File: config.mk
export PLATFORM = sky130hd
export DESIGN_NAME = segment_transition_ctl_flat
export DESIGN_NICKNAME = d
export VERILOG_FILES = /design/src/rtl/segment_transition_ctl_if.sv /design/src/rtl/segment_transition_ctl.sv /design/src/flat_wrapper.sv
export SDC_FILE = /design/constraint.sdc
export NUM_CORES = 1
export LEC_CHECK = 0
export ABC_CLOCK_PERIOD_IN_PS = 4200
export BUFFER_PORTS_ARGS = -buffer_cell sky130_fd_sc_hd__buf_4
export CAP_MARGIN = 20
export CORE_UTILIZATION = 50
export CTS_CLUSTER_DIAMETER = 60
export DETAILED_ROUTE_END_ITERATION = 16
export GPL_ROUTABILITY_DRIVEN = 0
export GPL_TIMING_DRIVEN = 0
export PLACE_DENSITY_LB_ADDON = 0.08
export RECOVER_POWER = 25
export SLEW_MARGIN = 5
export SYNTH_ARGS = -nofsm -noshare
export SYNTH_HDL_FRONTEND = slang
export SYNTH_SLANG_ARGS = --single-unit
File: constraint.sdc
create_clock -name CLK -period 4.2 [get_ports CLK]
set_input_delay 0.63 -clock CLK [delete_from_list [all_inputs] [get_ports CLK]]
set_output_delay 0.63 -clock CLK [all_outputs]
set_load 0.02 [all_outputs]
File: src/rtl/segment_transition_ctl_if.sv
// Request/status bundle between the register file (master) and segment_transition_ctl (slave).
interface segment_transition_ctl_if #(
  parameter int SEG_W  = 2,
  parameter int REP_W  = 16,
  parameter int TIME_W = 56
);
  logic              UPDATE;
  logic [SEG_W-1:0]  REQ_SEGMENT;
  logic [REP_W-1:0]  REQ_REP;
  logic [7:0]        TRANSITION_MODE;
  logic [63:0]       TRANSITION_VALUE;
  logic [TIME_W-1:0] SYS_TIME;
  logic              LOOP_DONE;
  logic [3:0]        GPIO_IN;
  logic [SEG_W-1:0]  SEGMENT;
  logic              SWAPPED;
  logic              STOP;
  logic              BUSY;
  logic              REQ_ERR;

  modport master (
    output UPDATE, REQ_SEGMENT, REQ_REP, TRANSITION_MODE, TRANSITION_VALUE,
           SYS_TIME, LOOP_DONE, GPIO_IN,
    input  SEGMENT, SWAPPED, STOP, BUSY, REQ_ERR
  );

  modport slave (
    input  UPDATE, REQ_SEGMENT, REQ_REP, TRANSITION_MODE, TRANSITION_VALUE,
           SYS_TIME, LOOP_DONE, GPIO_IN,
    output SEGMENT, SWAPPED, STOP, BUSY, REQ_ERR
  );
endinterface

File: src/rtl/segment_transition_ctl.sv
// Latches a segment-change request and swaps the active segment when its trigger fires.
// Define SEGMENT_TRANSITION_GPIO_EN to include the GPIO trigger (synchroniser + edge detector).
module segment_transition_ctl #(
  parameter int NUM_SEGMENT = 4,
  parameter int SEG_W       = $clog2(NUM_SEGMENT),
  parameter int REP_W       = 16,
  parameter int TIME_W      = 56
) (
  input logic                     CLK,
  input logic                     RST_N,
  segment_transition_ctl_if.slave bus
);

  typedef enum logic [1:0] {ST_RUN, ST_WAIT, ST_AUTO, ST_STOPPED} state_t;
  typedef enum logic [1:0] {TRIG_SYNC, TRIG_TIME, TRIG_GPIO, TRIG_EXT} trig_t;

  localparam logic [SEG_W:0]   SEG_LIMIT = (SEG_W+1)'(NUM_SEGMENT);
  localparam logic [SEG_W-1:0] SEG_LAST  = SEG_W'(NUM_SEGMENT - 1);

  state_t            state_q, state_d;
  trig_t             trig_q, trig_d, req_trig;
  logic [SEG_W-1:0]  seg_q, seg_d, pend_seg_q, pend_seg_d;
  logic [REP_W-1:0]  rep_q, rep_d, pend_rep_q, pend_rep_d;
  logic [TIME_W-1:0] deadline_q, deadline_d;
  logic [1:0]        pin_q, pin_d;
  logic              kick_q, kick_d;
  logic              swapped_q, swapped_d;
  logic              stop_q, stop_d;
  logic              req_err_q, req_err_d;
  logic              req_ok, fire, gpio_fire;
  logic              unused_value;

  assign unused_value = ^bus.TRANSITION_VALUE;

`ifdef SEGMENT_TRANSITION_GPIO_EN
  logic [3:0] gpio_meta_q, gpio_sync_q, gpio_prev_q, gpio_edge_q;

  always_ff @(posedge CLK or negedge RST_N) begin
    if (!RST_N) begin
      gpio_meta_q <= '0;
      gpio_sync_q <= '0;
      gpio_prev_q <= '0;
      gpio_edge_q <= '0;
    end else begin
      gpio_meta_q <= bus.GPIO_IN;
      gpio_sync_q <= gpio_meta_q;
      gpio_prev_q <= gpio_sync_q;
      gpio_edge_q <= gpio_sync_q & ~gpio_prev_q;
    end
  end

  assign gpio_fire = gpio_edge_q[pin_q];
`else
  logic unused_gpio;
  assign unused_gpio = ^{bus.GPIO_IN, pin_q};
  assign gpio_fire   = 1'b0;
`endif

  always_comb begin
    case (bus.TRANSITION_MODE)
      8'h01:   req_trig = TRIG_TIME;
`ifdef SEGMENT_TRANSITION_GPIO_EN
      8'h02:   req_trig = TRIG_GPIO;
`endif
      8'hF0:   req_trig = TRIG_EXT;
      default: req_trig = TRIG_SYNC;
    endcase
  end

  assign req_ok = ({1'b0, bus.REQ_SEGMENT} < SEG_LIMIT);

  always_comb begin
    case (trig_q)
      TRIG_TIME: fire = (bus.SYS_TIME >= deadline_q);
      TRIG_GPIO: fire = gpio_fire;
      TRIG_EXT:  fire = 1'b0;
      default:   fire = bus.LOOP_DONE | kick_q;
    endcase
  end

  always_comb begin
    state_d    = state_q;
    seg_d      = seg_q;
    rep_d      = rep_q;
    stop_d     = stop_q;
    kick_d     = kick_q;
    trig_d     = trig_q;
    pend_seg_d = pend_seg_q;
    pend_rep_d = pend_rep_q;
    deadline_d = deadline_q;
    pin_d      = pin_q;
    swapped_d  = 1'b0;
    req_err_d  = bus.UPDATE & ~req_ok;

    if (bus.UPDATE && req_ok) begin
      trig_d     = req_trig;
      pend_seg_d = bus.REQ_SEGMENT;
      pend_rep_d = bus.REQ_REP;
      deadline_d = bus.TRANSITION_VALUE[TIME_W-1:0];
      pin_d      = bus.TRANSITION_VALUE[1:0];
      // A stopped sampler emits no LOOP_DONE, so a sync request must fire on its own
      kick_d     = (req_trig == TRIG_EXT) | stop_q;
      state_d    = (req_trig == TRIG_EXT) ? ST_AUTO : ST_WAIT;
    end else begin
      case (state_q)
        ST_WAIT: begin
          if (fire) begin
            seg_d     = pend_seg_q;
            rep_d     = pend_rep_q;
            swapped_d = 1'b1;
            stop_d    = 1'b0;
            kick_d    = 1'b0;
            state_d   = ST_RUN;
          end
        end
        ST_RUN: begin
          if (bus.LOOP_DONE && (rep_q != '1)) begin
            if (rep_q == '0) begin
              stop_d  = 1'b1;
              state_d = ST_STOPPED;
            end else begin
              rep_d = rep_q - 1'b1;
            end
          end
        end
        ST_AUTO: begin
          if (kick_q) begin
            seg_d     = pend_seg_q;
            swapped_d = 1'b1;
            stop_d    = 1'b0;
            kick_d    = 1'b0;
          end else if (bus.LOOP_DONE) begin
            seg_d     = (seg_q == SEG_LAST) ? '0 : seg_q + 1'b1;
            swapped_d = 1'b1;
          end
        end
        default: ;
      endcase
    end
  end

  always_ff @(posedge CLK or negedge RST_N) begin
    if (!RST_N) begin
      state_q    <= ST_RUN;
      trig_q     <= TRIG_SYNC;
      seg_q      <= '0;
      rep_q      <= '1;
      pend_seg_q <= '0;
      pend_rep_q <= '0;
      deadline_q <= '0;
      pin_q      <= '0;
      kick_q     <= 1'b0;
      swapped_q  <= 1'b0;
      stop_q     <= 1'b0;
      req_err_q  <= 1'b0;
    end else begin
      state_q    <= state_d;
      trig_q     <= trig_d;
      seg_q      <= seg_d;
      rep_q      <= rep_d;
      pend_seg_q <= pend_seg_d;
      pend_rep_q <= pend_rep_d;
      deadline_q <= deadline_d;
      pin_q      <= pin_d;
      kick_q     <= kick_d;
      swapped_q  <= swapped_d;
      stop_q     <= stop_d;
      req_err_q  <= req_err_d;
    end
  end

  assign bus.SEGMENT = seg_q;
  assign bus.SWAPPED = swapped_q;
  assign bus.STOP    = stop_q;
  assign bus.BUSY    = (state_q == ST_WAIT);
  assign bus.REQ_ERR = req_err_q;

endmodule
File: src/flat_wrapper.sv
// flat-port wrapper written by rule: the top's interface ports become plain ports
module segment_transition_ctl_flat 
#(
  parameter int NUM_SEGMENT = 4,
  parameter int SEG_W       = $clog2(NUM_SEGMENT),
  parameter int REP_W       = 16,
  parameter int TIME_W      = 56
)
  (CLK, RST_N, bus_UPDATE, bus_REQ_SEGMENT, bus_REQ_REP, bus_TRANSITION_MODE, bus_TRANSITION_VALUE, bus_SYS_TIME, bus_LOOP_DONE, bus_GPIO_IN, bus_SEGMENT, bus_SWAPPED, bus_STOP, bus_BUSY, bus_REQ_ERR);
  segment_transition_ctl_if #(.SEG_W(SEG_W), .REP_W(REP_W), .TIME_W(TIME_W)) bus_i ();
  input logic CLK;
  input logic RST_N;
  input wire logic [$bits(bus_i.UPDATE)-1:0] bus_UPDATE;
  input wire logic [$bits(bus_i.REQ_SEGMENT)-1:0] bus_REQ_SEGMENT;
  input wire logic [$bits(bus_i.REQ_REP)-1:0] bus_REQ_REP;
  input wire logic [$bits(bus_i.TRANSITION_MODE)-1:0] bus_TRANSITION_MODE;
  input wire logic [$bits(bus_i.TRANSITION_VALUE)-1:0] bus_TRANSITION_VALUE;
  input wire logic [$bits(bus_i.SYS_TIME)-1:0] bus_SYS_TIME;
  input wire logic [$bits(bus_i.LOOP_DONE)-1:0] bus_LOOP_DONE;
  input wire logic [$bits(bus_i.GPIO_IN)-1:0] bus_GPIO_IN;
  output wire logic [$bits(bus_i.SEGMENT)-1:0] bus_SEGMENT;
  output wire logic [$bits(bus_i.SWAPPED)-1:0] bus_SWAPPED;
  output wire logic [$bits(bus_i.STOP)-1:0] bus_STOP;
  output wire logic [$bits(bus_i.BUSY)-1:0] bus_BUSY;
  output wire logic [$bits(bus_i.REQ_ERR)-1:0] bus_REQ_ERR;
  assign bus_i.UPDATE = bus_UPDATE;
  assign bus_i.REQ_SEGMENT = bus_REQ_SEGMENT;
  assign bus_i.REQ_REP = bus_REQ_REP;
  assign bus_i.TRANSITION_MODE = bus_TRANSITION_MODE;
  assign bus_i.TRANSITION_VALUE = bus_TRANSITION_VALUE;
  assign bus_i.SYS_TIME = bus_SYS_TIME;
  assign bus_i.LOOP_DONE = bus_LOOP_DONE;
  assign bus_i.GPIO_IN = bus_GPIO_IN;
  assign bus_SEGMENT = bus_i.SEGMENT;
  assign bus_SWAPPED = bus_i.SWAPPED;
  assign bus_STOP = bus_i.STOP;
  assign bus_BUSY = bus_i.BUSY;
  assign bus_REQ_ERR = bus_i.REQ_ERR;
  segment_transition_ctl #(.NUM_SEGMENT(NUM_SEGMENT), .SEG_W(SEG_W), .REP_W(REP_W), .TIME_W(TIME_W)) u_core (.CLK(CLK), .RST_N(RST_N), .bus(bus_i));
endmodule
### Yosys cells after proc, flatten, opt, wreduce, memory -nomap -nowiden

Cells that the tools add are included.

* input port bits: 154
* register bits: 99
* output and inout port bits: 6
* logic and storage cells: 78

* bitwise logic cells: 3
* reductions and logical operators: 14
* equality and inequality tests: 19
* magnitude comparators: 1
* mux-type cells: 29
* add/subtract/negate cells: 2

Operators by type and width (number)
* $ge A56 B56 Y1: 1
* $mux W16: 3
* $pmux W16 S2: 1
* $mux W2: 9
* $logic_not A16 Y1: 1
* $ne A16 B16 Y1 const B: 1
* $sub A16 B1 Y16 const B: 1
* $ne A3 B2 Y1 const B: 4
* $pmux W2 S2: 3
* $eq A2 B2 Y1 const B: 5
* $mux W1: 9
* $reduce_bool A3 Y1: 3
* $eq A8 B1 Y1 const B: 1
* $eq A8 B8 Y1 const B: 1
* $ne A2 B1 Y1 const B: 4
* $reduce_and A4 Y1: 2
* $pmux W1 S2: 3
* $reduce_and A6 Y1: 1
* $reduce_and A5 Y1: 1
* $eq A2 B1 Y1 const B: 2
* $reduce_bool A2 Y1: 2
* $pmux W1 S3: 1
* $add A2 B1 Y2 const B: 1
* $logic_not A2 Y1: 1
* 6 further kinds: 7

### Logic depth before layout (Yosys ltp)

* depth in word-level cells: 6
* depth in mapped cells: 11
* depth with buffers taken out: 10

### Worst setup path after synthesis

Ideal clock, no wire load.

* path kind: input port to flip-flop
* start: input bus_SYS_TIME[13]
* end: register u_core.seg_q[0], in the netlist u_core.bus.SEGMENT[0]
* buffers on the path: 0
* data required time: 4.075 ns
* stages: 9
* arrival: 2.526 ns
* setup time: 0.125 ns
* slack: 1.550 ns
* path through: ha_1 > a21o_1 > nand3_1 > a211oi_1 > o41a_1 > o31ai_4 > nand2_2 > and3_1 > mux2_2

* cells in the longest elaborated chain, start to end: 4

Ends and longest elaborated chain
* start: declaration: RTL line flat_wrapper.sv:18 `input wire logic [$bits(bus_i.SYS_TIME)-1:0] bus_SYS_TIME;`
* $ge A56 B56 Y1: RTL line segment_transition_ctl.sv:74 `TRIG_TIME: fire = (bus.SYS_TIME >= deadline_q);`
* $pmux W1 S2: RTL line segment_transition_ctl.sv:73 `case (trig_q)`
* $ne A2 B1 Y1 (no line)
* $reduce_and A4 Y1 (no line)
* end signal: assignment: RTL line segment_transition_ctl.sv:159 `seg_q <= seg_d;`
* end: declaration: RTL line segment_transition_ctl.sv:22 `logic [SEG_W-1:0] seg_q, seg_d, pend_seg_q, pend_seg_d;`

No other way between the ends.
A chain may end at the register's enable or synchronous reset.

==> flow_summary.yaml <==
worst_setup_path:
  endpoint_kind: "async pin"
  crit_type: "in -> async"
  max_stage_delay_ns: 2.15
  cp_top_family: "buffers and inverters"
  cpMaxStageDelayCell: "clkbuf_1"
  required_ns: 3.97
  crit_fanout: 57
  path_buf_inv: 1
  crit_path_start_kind: "primary input"
  crit_chain: "clkbuf_1"
  arrival_ns: 2.83
logic_synthesis:
  synth_seq_cells: 99
  yosys.area.top_type: "dfrtp_1"
  ys.flop_type: "dfrtp_1"
  synth_edf_count: 0
  synth_area_leaders: "dfrtp_1 36%, ha_1 14%, dfstp_2 7.3%"
  synth.avg_cell_area_sq_um: 9.32
  yosys-top-cells-count: "83 x dfrtp_1, 83 x nand2_1, 78 x o21ai_0"
  netlist_instances: 616
  netlist_area_sq_mm: 0.00574
  synth_top_area_share_pct: 36.2
  async_reset_ff_share_pct: 100
  syn-num-nets: 834
  synth_cell_types: 54
  synth_seq_area_share_pct: 43.5
  yosysWarningCount: 0
power:
  peakVddDrop_v: 0.000280
  powerDensity_mw_per_mm2: 449
  finalPower_mw: 3.29
  p_leak_nw: 3.53
status:
  violations: "max-capacitance violations, max-slew violations"
  outcome: "finished, violations left"
global_route:
  grt_max_degree: 58
  grt_usage_pct: 25.1
  antenna_found_initial: 0
  grt_pass1_vias: 5008
  grt_overflow: 0
  grt_pass1_wl_mm: 22.9
run:
  maxCapViolCount: 1
timing:
  finalCritPeriodShare_pct: 72.8
  setup_viol: 0
  finalMaxSlewViolations: 57
  clock_skew_ns: 0.00635
  tns_ns: 0
  final_hold_viol_count: 0
  max_slew_margin_pct: -108
  worst_slew_pin_slew_ns: 3.11
  fin_crit_ns: 3.06
  grt_setup_unrepaired: "no"
  fmax_ghz: 0.327
floorplanning:
  core.rowCount: 38
  core_area_sq_mm: 0.0110
  die_w_um: 109
  die_area_sq_mm: 0.0119
  initial_core_util_pct: 52.0
  io_pins: 160
  die_h_um: 109
clock_tree:
  cts_post_setup_buffers_inserted: 0
  hold_buffers: 0
  cts_resized: 0
  clkTransAtPathRegs_ns: 0.07
  root_buffer: "clkbuf_16"
  cts_tree: "yes"
  cts_buffers: 9
  clock-sinks: 99
  clkLatencyLatePin_ns: 0.35
  clockBufferDepth: 2
  h-tree-depth: 3
hold_path:
  hold_path_class: "in -> reg"
detailed_routing:
  wl_per_cell_um: 15.2
  via_count: 4975
  vias_per_cell: 5.41
  drcViolationCount: 0
  route.final.wire_length_mm: 14.0
  dr.pass1.iters: 4
  drt_first_iter_violations: 275
  drtAntennaViolNets: 0
layout:
  area_growth_pct: 28.0
  fill_cells: 961
  nets: 992
  antenna_cells: 0
  drive_gt1_share_pct: 27.0
placement:
  hpwlAfterDp_mm: 10.8
  port_buffers: 146
[through the flow]
step                      hold WS [ns]  util, %  instances  setup WS (ns)  cell area, sq um
after CTS                        0.370     66.6        919           1.26              7350
after global placement           0.488     63.6        902          0.976              7010
final                            0.483     66.6        919           1.14              7340
after global routing             0.495     66.6        919          0.581              7340
after floorplan                  0.334        -        616           1.55              5740
after detailed placement         0.492     63.7        903          0.877              7030
[power breakdown]
| group | internal, mW | total [mW] | leakage (nW) | switching, mW |
|---|---|---|---|---|
| Sequential | 1.18 | 1.33 | 1.17 | 0.143 |
| Clock | 0.524 | 0.895 | 0.149 | 0.371 |
| Combinational | 0.478 | 1.07 | 2.21 | 0.595 |
[final timing paths]
| check | cells after the start | endpoint | slack, ns | startpoint |
|---|---|---|---|---|
| max | 1 | u_core.pend_rep_q[12] | 1.14 | RST_N |
| min | 3 | u_core.deadline_q[55] | 0.48 | bus_TRANSITION_VALUE[55] |
| max reg2reg | 10 | u_core.state_q[0] | 1.25 | u_core.deadline_q[23] |
| min reg2reg | 1 | u_core.pend_rep_q[14] | 0.50 | u_core.pend_rep_q[14] |
| max in group CLK | 10 | u_core.state_q[0] | 1.24 | bus_SYS_TIME[22] |
| min in group asynchronous | 1 | u_core.deadline_q[37] | 1.29 | RST_N |
[registers in the layout, indices dropped and copies added (netlist names)]
name / count
u_core.deadline_q: 56
u_core.pend_rep_q: 16
u_core.rep_q: 16
u_core.bus.SEGMENT: 2
u_core.pend_seg_q: 2
u_core.state_q: 2
u_core.trig_q: 2
u_core.bus.STOP: 1
u_core.bus.SWAPPED: 1
u_core.kick_q: 1
[kinds of logic (layout without fill, tap and decap cells)]
group,after synthesis,in the layout,share of synthesized area (%)
AOI/OAI and AO/OA,158,158,16.2
buffers and inverters,90,253,6.10
DFF,99,99,43.5
other,1,1,0.0653
and+or+nand+nor,175,175,14.6
adders and majority gates,64,64,14.0
muxes,29,29,5.60
[final cells by class]
cell class,count,area [sq um],area share (%)
buffer,23,98.8,1.35
clock buffer,10,229,3.12
clock inverter,6,88.8,1.21
inverter,67,251,3.42
multi-input combinational,427,2890,39.4
sequential,99,2500,34.0
tap,140,175,2.39
timing repair buffer,147,1110,15.1
[cell usage in the layout, fill, tap and decap left out, drive strengths merged, types with 2 or more instances in the layout]
| master | synthesis | layout |
|---|---|---|
| a211oi | 2 | 2 |
| a21boi | 2 | 2 |
| a21o | 5 | 5 |
| a21oi | 44 | 44 |
| a2bb2oi | 2 | 2 |
| and2 | 2 | 2 |
| and3 | 2 | 2 |
| buf | 6 | 152 |
| bufinv | 0 | 2 |
| clkbuf | 17 | 28 |
| clkinvlp | 0 | 2 |
| dfrtp | 83 | 83 |
| dfstp | 16 | 16 |
| ha | 64 | 64 |
| inv | 67 | 68 |
| mux2 | 25 | 25 |
| mux2i | 4 | 4 |
| nand2 | 84 | 84 |
| nand2b | 7 | 7 |
| nand3 | 16 | 16 |
| nand4 | 23 | 23 |
| nor2 | 16 | 16 |
| nor2b | 6 | 6 |
| nor3 | 7 | 7 |
| nor4 | 7 | 7 |
| o211ai | 4 | 4 |
| o21a | 2 | 2 |
| o21ai | 78 | 78 |
| o2bb2ai | 3 | 3 |
| o31ai | 3 | 3 |
[tightest hold or removal path: stages]
cell and delay (ns):
buf_4 0.08, nand2_1 0.04, o21ai_0 0.06
[routing by layer]
layer,track usage [%],vias to the layer above,share of wire (%)
met4,10.9,0,2.4
met2,42.6,139,48
met1,32.1,2345,45
li1,-,2468,-
met3,3.17,23,5.2
met5,0,-,0
(Power assumes the default switching activity.)
